File: config.mk
export PLATFORM = sky130hd
export DESIGN_NAME = mul_table_gen
export DESIGN_NICKNAME = d
export VERILOG_FILES = /design/src/rtl/mul_table_gen.sv
export SDC_FILE = /design/constraint.sdc
export NUM_CORES = 1
export LEC_CHECK = 0
export ABC_AREA = 0
export CAP_MARGIN = 20
export CORE_ASPECT_RATIO = 1.5
export CORE_MARGIN = 4
export CORE_UTILIZATION = 57
export DETAILED_ROUTE_END_ITERATION = 16
export DONT_BUFFER_PORTS = 1
export GPL_ROUTABILITY_DRIVEN = 0
export PLACE_DENSITY = 0.75
export SETUP_SLACK_MARGIN = 0.15
export SLEW_MARGIN = 10
export SYNTH_ARGS = -nofsm -noshare
export SYNTH_HDL_FRONTEND = slang
export SYNTH_SLANG_ARGS = --single-unit
File: constraint.sdc
create_clock -name clk -period 1.9 [get_ports clk]
set_input_delay 0.285 -clock clk [delete_from_list [all_inputs] [get_ports clk]]
set_output_delay 0.285 -clock clk [all_outputs]
set_load 0.1 [all_outputs]
File: src/rtl/mul_table_gen.sv
`timescale 1ns/1ps
// mul_table_gen
// Walks every operand pair {a, b} in order. Each product is formed by a
// W-step shift-add multiplier and then streamed out on a valid/ready write
// port that feeds the table memory.
//
// Ports
//   clk      in   system clock, rising edge
//   rst_n    in   asynchronous active-low reset
//   start    in   level, sampled only in IDLE; launches a full table pass
//   wr_ready in   memory accepts the presented write this cycle
//   we       out  write valid (WRITE state only)
//   waddr    out  {a, b}, a in the upper W bits; holds outside WRITE
//   wdata    out  a*b; holds outside WRITE
//   busy     out  high in every state except IDLE
//   done     out  one-cycle pulse after the last entry is accepted
module mul_table_gen #(
    parameter int W = 4
) (
    input  logic          clk,
    input  logic          rst_n,
    input  logic          start,
    input  logic          wr_ready,
    output logic          we,
    output logic [2*W-1:0] waddr,
    output logic [2*W-1:0] wdata,
    output logic          busy,
    output logic          done
);
    localparam int AW = 2 * W;
    localparam int CW = (W > 1) ? $clog2(W) : 1;

    typedef enum logic [2:0] {
        S_IDLE,
        S_LOAD,
        S_MUL,
        S_WRITE,
        S_DONE
    } state_t;

    state_t          r_state;
    logic [AW-1:0]   r_idx;
    logic [AW-1:0]   r_acc;
    logic [AW-1:0]   r_mcand;
    logic [W-1:0]    r_mplier;
    logic [CW-1:0]   r_cnt;
    logic [AW-1:0]   r_waddr;
    logic [AW-1:0]   r_wdata;
    logic [AW-1:0]   w_acc_nxt;

    // Partial-product add for the current multiplier bit.
    assign w_acc_nxt = r_mplier[0] ? (r_acc + r_mcand) : r_acc;

    always_ff @(posedge clk or negedge rst_n) begin
        if (!rst_n) begin
            r_state  <= S_IDLE;
            r_idx    <= '0;
            r_acc    <= '0;
            r_mcand  <= '0;
            r_mplier <= '0;
            r_cnt    <= '0;
            r_waddr  <= '0;
            r_wdata  <= '0;
        end else begin
            case (r_state)
                S_IDLE: begin
                    if (start) begin
                        r_idx   <= '0;
                        r_state <= S_LOAD;
                    end
                end
                S_LOAD: begin
                    r_acc    <= '0;
                    r_mcand  <= {{W{1'b0}}, r_idx[AW-1:W]};
                    r_mplier <= r_idx[W-1:0];
                    r_cnt    <= '0;
                    r_state  <= S_MUL;
                end
                S_MUL: begin
                    r_acc    <= w_acc_nxt;
                    r_mcand  <= r_mcand << 1;
                    r_mplier <= r_mplier >> 1;
                    r_cnt    <= r_cnt + CW'(1);
                    // Last step: latch the write beat from the final sum so the
                    // output registers are ready the cycle WRITE is entered.
                    if (r_cnt == CW'(W - 1)) begin
                        r_waddr <= r_idx;
                        r_wdata <= w_acc_nxt;
                        r_state <= S_WRITE;
                    end
                end
                S_WRITE: begin
                    if (wr_ready) begin
                        if (r_idx == {AW{1'b1}}) begin
                            r_state <= S_DONE;
                        end else begin
                            r_idx   <= r_idx + AW'(1);
                            r_state <= S_LOAD;
                        end
                    end
                end
                S_DONE: r_state <= S_IDLE;
                default: r_state <= S_IDLE;
            endcase
        end
    end

    // Outputs come straight from state/registers; no input-to-output path.
    assign we    = (r_state == S_WRITE);
    assign waddr = r_waddr;
    assign wdata = r_wdata;
    assign busy  = (r_state != S_IDLE);
    assign done  = (r_state == S_DONE);

endmodule
==> results of run 1 <==
[flip-flops by register name (all words and copies together), names as in the netlist]
register  flops
r_mplier      4
r_acc         8
r_cnt         2
r_state       3
r_mcand       8
wdata         8
waddr         8
r_idx         8
[power breakdown]
| part | internal [mW] | total, mW | leakage [nW] | switching (mW) |
|---|---|---|---|---|
| clock | 0.262 | 0.597 | 0.0395 | 0.335 |
| sequential | 1.21 | 1.32 | 0.659 | 0.112 |
| combinational | 0.614 | 2.22 | 0.918 | 1.60 |
| total | 2.09 | 4.14 | 1.62 | 2.05 |
[routing by layer]
layer  up-vias  track usage  part of all wire
met4         0        0.155             0.044
met1      1084        0.278              0.37
met2        89        0.459              0.54
met3        26       0.0399             0.050
met5         -            0                 0
li1       1046            -                 -
[cells in the mapped netlist (2+ instances only)]
cell type,number
xor2_1,4
a21oi_1,18
o21ai_0,16
o21ai_1,13
a22o_1,2
mux2_2,2
nand2_1,37
xnor2_1,6
inv_1,3
mux2_1,10
o31ai_1,2
ha_1,9
a32oi_1,3
and3_1,4
nand3_1,4
nor2b_1,2
nand4_1,2
or2_1,2
mux2i_1,8
inv_2,2
a22oi_1,9
dfrtp_1,49
and2_1,3
nor2_1,24
clkbuf_1,13
[worst paths after layout]
| check | to | cells after the start |
|---|---|---|
| min reg2reg | r_mplier[2] | 2 |
| max reg2reg | r_acc[7] | 7 |
| min in group asynchronous | r_acc[2] | 2 |
| max in group asynchronous | r_state[0] | 2 |
| max | r_acc[7] | 7 |
| min | r_state[1] | 1 |
[stage by stage]
stage / instance area, um^2 / setup WS (ns) / utilization / hold WS, ns / std cells
2_1_floorplan: 2610 / -0.124 / - / -0.0106 / 264
4_1_cts: 3330 / -0.0774 / 0.779 / 0.0542 / 366
6_report: 3450 / -0.125 / 0.806 / 0.0605 / 371
3_3_place_gp: 3040 / -0.139 / 0.710 / -0.00901 / 350
3_5_place_dp: 3040 / -0.214 / 0.710 / -0.00938 / 350
5_1_grt: 3450 / -0.190 / 0.806 / 0.0643 / 371
[final cells by class]
| class | count | area [um^2] |
|---|---|---|
| fill | 264 | 832 |
| sequential | 49 | 1230 |
| timing repair buffer | 68 | 577 |
| tap | 46 | 57.6 |
| multi-input combinational | 195 | 1480 |
| inverter | 5 | 26.3 |
| clock buffer | 8 | 80.1 |
[worst max-delay path, stage by stage, from the launching register on]
cell,delay (ns)
dfrtp_1,0.44
ha_4,0.30
a211oi_4,0.06
o31ai_4,0.29
and4b_1,0.25
o31ai_2,0.06
or4b_1,0.48
nand3_1,0.08
[kinds of logic after synthesis]
kind of cell	after synthesis	share of synthesized area
AOI/OAI and AO/OA	68	0.158
xor gates and xnor gates	10	0.0343
adders and majority gates	10	0.0520
buffers and inverters	20	0.0314
DFF	49	0.480
muxes	20	0.0843
and+or+nand+nor	87	0.160
[timing repair]
action,in CTS,in global routing
buffers inserted,6,5
setup endpoints to repair,17,19
endpoints found under the hold margin,49,0
pin swaps,18,17
gates cloned,0,0
hold buffers,2,0
gates resized for setup,30,14
==> qor.yml, run 1 <==
status: "complete, but fails checks"
violations: "setup timing"
leakage_nw: 1.62
dp_hpwl_um: 4480
ys_types: 42
rsz0062_at_grt: "true"
vias_per_cell: 6.05
max_slew_margin: 0.708
cp.arrival_ns: 2.27
slew_viol_final: 0
grt_first_pass_wirelength_um: 11400
cts_made_buffers: 5
syn_to_final_growth_pct: 35.1
worst_slack_ns: -0.125
fin_setup_tns_ns: -0.358
grt_overflow: 0
syn_nets: 278
r2r_slack_ns: -0.13
ant_nets: 0
antenna_cells: 0
cap_violations: 0
start_util: 0.596
drtIter0Drc: 135
ys.flop_type: "dfrtp_1"
peakVddDrop_mv: 0.992
ctsLongestPathBuffers: 2
setup_viol: 5
syn_avg_cell_area_um2: 9.67
cp-start-kind: "flip-flop"
power_density_nw_per_um2: 1200
synth-edff-count: 0
setup.worst_path.class: "reg -> reg"
wl_um: 6850
cp-startpoint: "r_mcand[1]"
drive_gt1_frac: 0.357
antenna_found_initial: 0
root_buffer: "clkbuf_8"
drtPass1Iterations: 4
post_drt_wl_per_cell_um: 18.5
die_area_um2: 5630
crit_required_ns: 2.14
nets: 338
yosysTopAreaCell: "dfrtp_1"
htreeDepth: 2
netlist_area_um2: 2550
tightest_slew_ns: 0.437
track_usage: 0.256
path_clk_slew_ns: 0.09
synthArstFlopShare: 1.00
core.rowCount: 29
grt_max_degree: 50
core_um2: 4280
yosysSeqAreaShare: 0.480
netlist_instances: 264
end_kind: "flip-flop"
period_minus_slack_ns: 2.03
holdCritPathClass: "in -> reg"
crit_fanout: 3
die_width_um: 62.6
fmax_mhz: 494
power_mw: 4.14
ioPinCount: 23
ys_warn_count: 0
finalCritPeriodShare: 1.07
drc: 0
final_common_cell: "buf_4"
vias: 2245
r2r-start: "r_mcand[1]"
cts_tree: "yes"
synth_top_area_share: 0.480
port-buffer-count: 0
hold_violations: 0
mostFrequentLayoutCells: "buf_4, dfrtp_1, nand2_1"
hp-start: "wr_ready"
synthTopCellsByArea: "dfrtp_1, nand2_1, ha_1"
die_h_um: 90.0
cts_sinks: 49
ys_ff_latch: 49
fin_skew_ns: 0.00914
clk_latency_ns: 0.30
grt_pass1_vias: 2454
Note: power is estimated with default switching activity, not from simulation.
==> run 2, diff against run 1 <==
Settings changed: ABC_AREA 0 to 1.
==> qor.yml, run 2 <==
synthArstFlopShare: 1.00
tightest_slew_ns: 0.474
fmax_mhz: 586
critical_path.slowest_cell: "dfrtp_1"
syn_nets: 321
root_buffer: "clkbuf_8"
fin_skew_ns: 0.0103
grt_pass1_vias: 2118
grt_max_degree: 50
final_area_um2: 2980
vias: 2119
antenna_cells: 0
cp-start-kind: "flip-flop"
ys_ff_latch: 49
syn_avg_cell_area_um2: 8.46
drtPass1Iterations: 4
finalCritPeriodShare: 0.899
ys_types: 32
grt_overflow: 0
synthTopCellsByArea: "dfrtp_1, nand2_1, o21ai_0"
synth_most_common_cell: "nand2_1"
cp.arrival_ns: 1.42
setup_viol: 0
slew_viol_final: 0
final_common_cell: "nand2_1"
cap_violations: 0
hold_slack_ns: 0.216
die_area_um2: 5720
crit_required_ns: 1.62
setup.worst_path.class: "reg -> out"
syn_to_final_growth_pct: 14.8
ant_nets: 0
synth_top_area_share: 0.472
cts_sinks: 49
cpPeakStageDelay_ns: 0.47
leakage_nw: 1.49
core_um2: 4320
start_util: 0.602
cts_tree: "yes"
ys.flop_type: "dfrtp_1"
vias_per_cell: 5.52
antenna_found_initial: 0
hold_violations: 0
fin_setup_tns_ns: 0
path_clk_slew_ns: 0.08
port-buffer-count: 0
drtIter0Drc: 132
crit_chain: "inv_1, nand2_2, buf_4"
yosysSeqAreaShare: 0.472
netlist_area_um2: 2600
netlist_instances: 307
ys_top_cells_by_count: "nand2_1, dfrtp_1, inv_1, o21ai_0, nand3_1"
ioPinCount: 23
grt_first_pass_wirelength_um: 9450
ys_warn_count: 0
status: "complete, no violations"
htreeDepth: 2
end_kind: "primary output"
post_drt_wl_per_cell_um: 14.6
peakVddDrop_mv: 1.08
max_slew_margin: 0.684
period_minus_slack_ns: 1.71
die_width_um: 63.1
synth-edff-count: 0
cts_made_buffers: 5
dp_slack_ns: 0.181
mostFrequentLayoutCells: "nand2_1, dfrtp_1, inv_1"
power_density_nw_per_um2: 1380
die_h_um: 90.7
worst_slack_ns: 0.192
holdCritPathClass: "in -> reg"
wl_um: 5610
crit_fanout: 4
dpl_cell_area_um2: 2800
drive_gt1_frac: 0.213
yosysTopAreaCell: "dfrtp_1"
drc: 0
track_usage: 0.208
dp_hpwl_um: 3970
rsz0062_at_grt: "true"
ctsLongestPathBuffers: 2
clk_latency_ns: 0.31
core.rowCount: 29
nets: 351
## run 2: cell types whose count changed after synthesis, moves of 9 or more
cell and delta:
a21oi_1 -15, nand2_1 +55, nand3_1 +16, o21ai_1 -12, clkbuf_1 -12, mux2_1 -10, o21ai_0 +14, inv_1 +31
nor2_1 -13, a22oi_1 -9
## run 2: logic make-up after synthesis
logic type | synth area share
AND/OR/NAND/NOR | 0.265
AO/OA/AOI/OAI | 0.122
flip-flops | 0.472
buffers and inverters | 0.0727
adder cells (fa/ha/maj) | 0.0511
XOR/XNOR | 0.0169
## run 2: cell type report
type,count,area [um^2]
Inverter,37,139
Timing Repair Buffer,28,236
Clock inverter,1,7.51
Clock buffer,7,76.3
Multi-Input combinational cell,216,1240
Sequential cell,49,1230
Tap cell,46,57.6
Fill cell,384,1340
## run 2: final timing paths
path | endpoint | from | cells after the start | slack, ns
worst max-delay path | busy | r_state[1] | 3 | 0.19
worst min-delay path | r_state[0] | wr_ready | 3 | 0.22
worst max register to register | wdata[5] | r_acc[2] | 8 | 0.26
worst min register to register | r_mplier[1] | r_mplier[1] | 2 | 0.48
max in group asynchronous | waddr[0] | rst_n | 2 | 1.19
min in group asynchronous | wdata[3] | rst_n | 2 | 0.48
## run 2: worst max-delay path: cells and delay by family (launching register included)
family | cells | cell delay [ns]
buffers and inverters | 2 | 0.47
DFF | 1 | 0.47
and+or+nand+nor | 1 | 0.18
## run 2: report_power, final
part	switching, mW	internal [mW]
sequential	0.169	1.23
combinational	1.55	0.562
clock	0.344	0.261
## run 2: metrics by stage
step,power (mW),utilization,instances
6_report,4.12,0.691,384
5_1_grt,4.41,0.691,384
4_1_cts,4.08,0.676,381
3_5_place_dp,3.44,0.648,371
3_3_place_gp,3.40,0.648,371
2_1_floorplan,3.01,-,307
## run 2: metal layers
metal / wire length [um] / vias up / track usage
met5: 0 / - / 0
met2: 3080 / 41 / 0.374
li1: - / 1056 / -
met4: 209 / 0 / 0.107
met1: 2140 / 1006 / 0.227
met3: 172 / 16 / 0.0374
## run 2: timing repair
item | 4_1_cts | 5_1_grt
hold endpoints to repair | 49 | 0
hold buffers | 2 | 0
gates resized for setup | 0 | 13
setup endpoints to repair | 0 | 13
buffers inserted | 0 | 2
==> run 3, diff against run 2 <==
Settings changed: TNS_END_PERCENT from default to 20.
==> qor.yml, run 3 (synthesized netlist as in run 2, its figures left out) <==
crit_chain: "nor2_1, nand2_1, buf_6"
grt_max_degree: 50
cts_tree: "yes"
dpl_cell_area_um2: 2790
setup_viol: 0
die_h_um: 90.7
ctsLongestPathBuffers: 2
ant_nets: 0
post_drt_wl_per_cell_um: 14.6
cap_violations: 0
core_um2: 4320
pwr-share-clk: 0.158
antenna_found_initial: 0
root_buffer: "clkbuf_8"
reg2reg_depth: 9
r2r_slack_ns: 0.23
crit_buf_inv: 1
drtPass1Iterations: 6
seq_power_share: 0.342
cpPeakStageDelay_ns: 0.46
ioPinCount: 23
final_area_um2: 2970
hold_violations: 0
die_width_um: 63.1
rsz0062_at_grt: "true"
holdCritPathClass: "in -> reg"
cp-start-kind: "flip-flop"
vias_per_cell: 5.61
hold_path_end: "r_state[0]"
mostFrequentLayoutCells: "nand2_1, dfrtp_1, inv_1"
cp.arrival_ns: 1.45
core.rowCount: 29
nFillCells: 346
critical_path.slowest_cell: "dfrtp_1"
crit_required_ns: 1.62
peakVddDrop_mv: 1.06
dp_hpwl_um: 4060
fin_skew_ns: 0.0107
status: "complete, no violations"
hp-start: "wr_ready"
grt_overflow: 0
drtIter0Drc: 99
crit_fanout: 3
leakage_nw: 1.47
finalCritPeriodShare: 0.912
track_usage: 0.208
cts_made_buffers: 5
tightest_slew_ns: 0.516
start_util: 0.602
nets: 347
cts_setup_buffers: 0
vias: 2130
power_density_nw_per_um2: 1390
cts_sinks: 49
hold_depth: 3
drc: 0
antenna_cells: 0
slew_viol_final: 0
swShare: 0.504
setup.worst_path.class: "reg -> out"
r2r-start: "r_acc[0]"
cp_top_family: "flip-flops"
worstReg2RegEnd: "wdata[4]"
period_minus_slack_ns: 1.73
grt_first_pass_wirelength_um: 9490
end_kind: "primary output"
p_sw_mw: 2.07
grt_pass1_vias: 2152
p_int_mw: 2.04
syn_to_final_growth_pct: 14.3
final_common_cell: "nand2_1"
fmax_mhz: 577
die_area_um2: 5720
drive_gt1_frac: 0.201
port-buffer-count: 0
clk_latency_ns: 0.31
htreeDepth: 2
combPwrFrac: 0.500
max_slew_margin: 0.656
path_clk_slew_ns: 0.09
utilization: 0.688
wl_um: 5560
-- run 3: cell count changes in the layout (fill, tap and decap cells not counted), moves of 2 or more --
cell | before | now
buf_4 | 25 | 22
ha_4 | 0 | 2
nand3_2 | 4 | 2
a21oi_2 | 2 | 0
nand3_1 | 16 | 18
clkbuf_1 | 2 | 0
-- run 3: worst max-delay path by stage --
stage	end	from	slack, ns	depth (start not counted)
floorplan	r_idx[0]	r_state[0]	-0.07	4
global placement	wdata[6]	r_acc[0]	0.20	10
detailed placement	wdata[6]	r_acc[0]	0.17	10
CTS	wdata[4]	r_acc[0]	0.14	9
global route	wdata[6]	r_acc[0]	0.08	10
finish	busy	r_state[2]	0.17	3
-- run 3: area by class of cell --
class | instances | area (um^2) | share of cell area
tap | 46 | 57.6 | 0.0194
clock buffer | 5 | 68.8 | 0.0232
sequential | 49 | 1230 | 0.413
timing repair buffer | 25 | 214 | 0.0721
clock inverter | 3 | 26.3 | 0.00885
inverter | 37 | 139 | 0.0468
multi-input combinational | 215 | 1240 | 0.417
-- run 3: power by group through the flow --
stage                     clock (mW)  sequential, mW  combinational [mW]
after floorplan                    0            1.79                1.21
after global placement             0            1.41                1.97
after detailed placement           0            1.42                2.00
after CTS                      0.662            1.40                2.05
after global routing           0.707            1.43                2.25
final                          0.649            1.41                2.06
-- run 3: worst min-delay path, delay by kind of cell --
family / cells / cell delay (ns)
AO/OA/AOI/OAI: 1 / 0.07
buffers and inverters: 1 / 0.04
AND/OR/NAND/NOR: 1 / 0.07
-- run 3: per-stage QoR --
step | hold slack [ns] | setup TNS (ns) | total power [mW] | cells | setup slack [ns]
5_1_grt | 0.227 | 0 | 4.39 | 380 | 0.0829
3_5_place_dp | -0.00893 | 0 | 3.42 | 370 | 0.174
4_1_cts | 0.203 | 0 | 4.12 | 380 | 0.142
3_3_place_gp | -0.00903 | 0 | 3.38 | 370 | 0.201
2_1_floorplan | -0.0106 | -0.488 | 3.00 | 307 | -0.0705
6_report | 0.207 | 0 | 4.11 | 380 | 0.168
-- run 3: layer usage --
metal | global-route usage | part of all wire | vias up | routed length, um
met3 | 0.0336 | 0.020 | 21 | 109
li1 | - | - | 1050 | -
met4 | 0.123 | 0.043 | 0 | 237
met2 | 0.384 | 0.55 | 33 | 3060
met5 | 0 | 0 | - | 0
met1 | 0.215 | 0.39 | 1026 | 2150
-- run 3: repair_timing --
item	CTS	global route
hold buffers	2	0
endpoints found under the hold margin	49	0
resized for setup	1	10
setup endpoints to repair	3	11
pin swaps	0	2
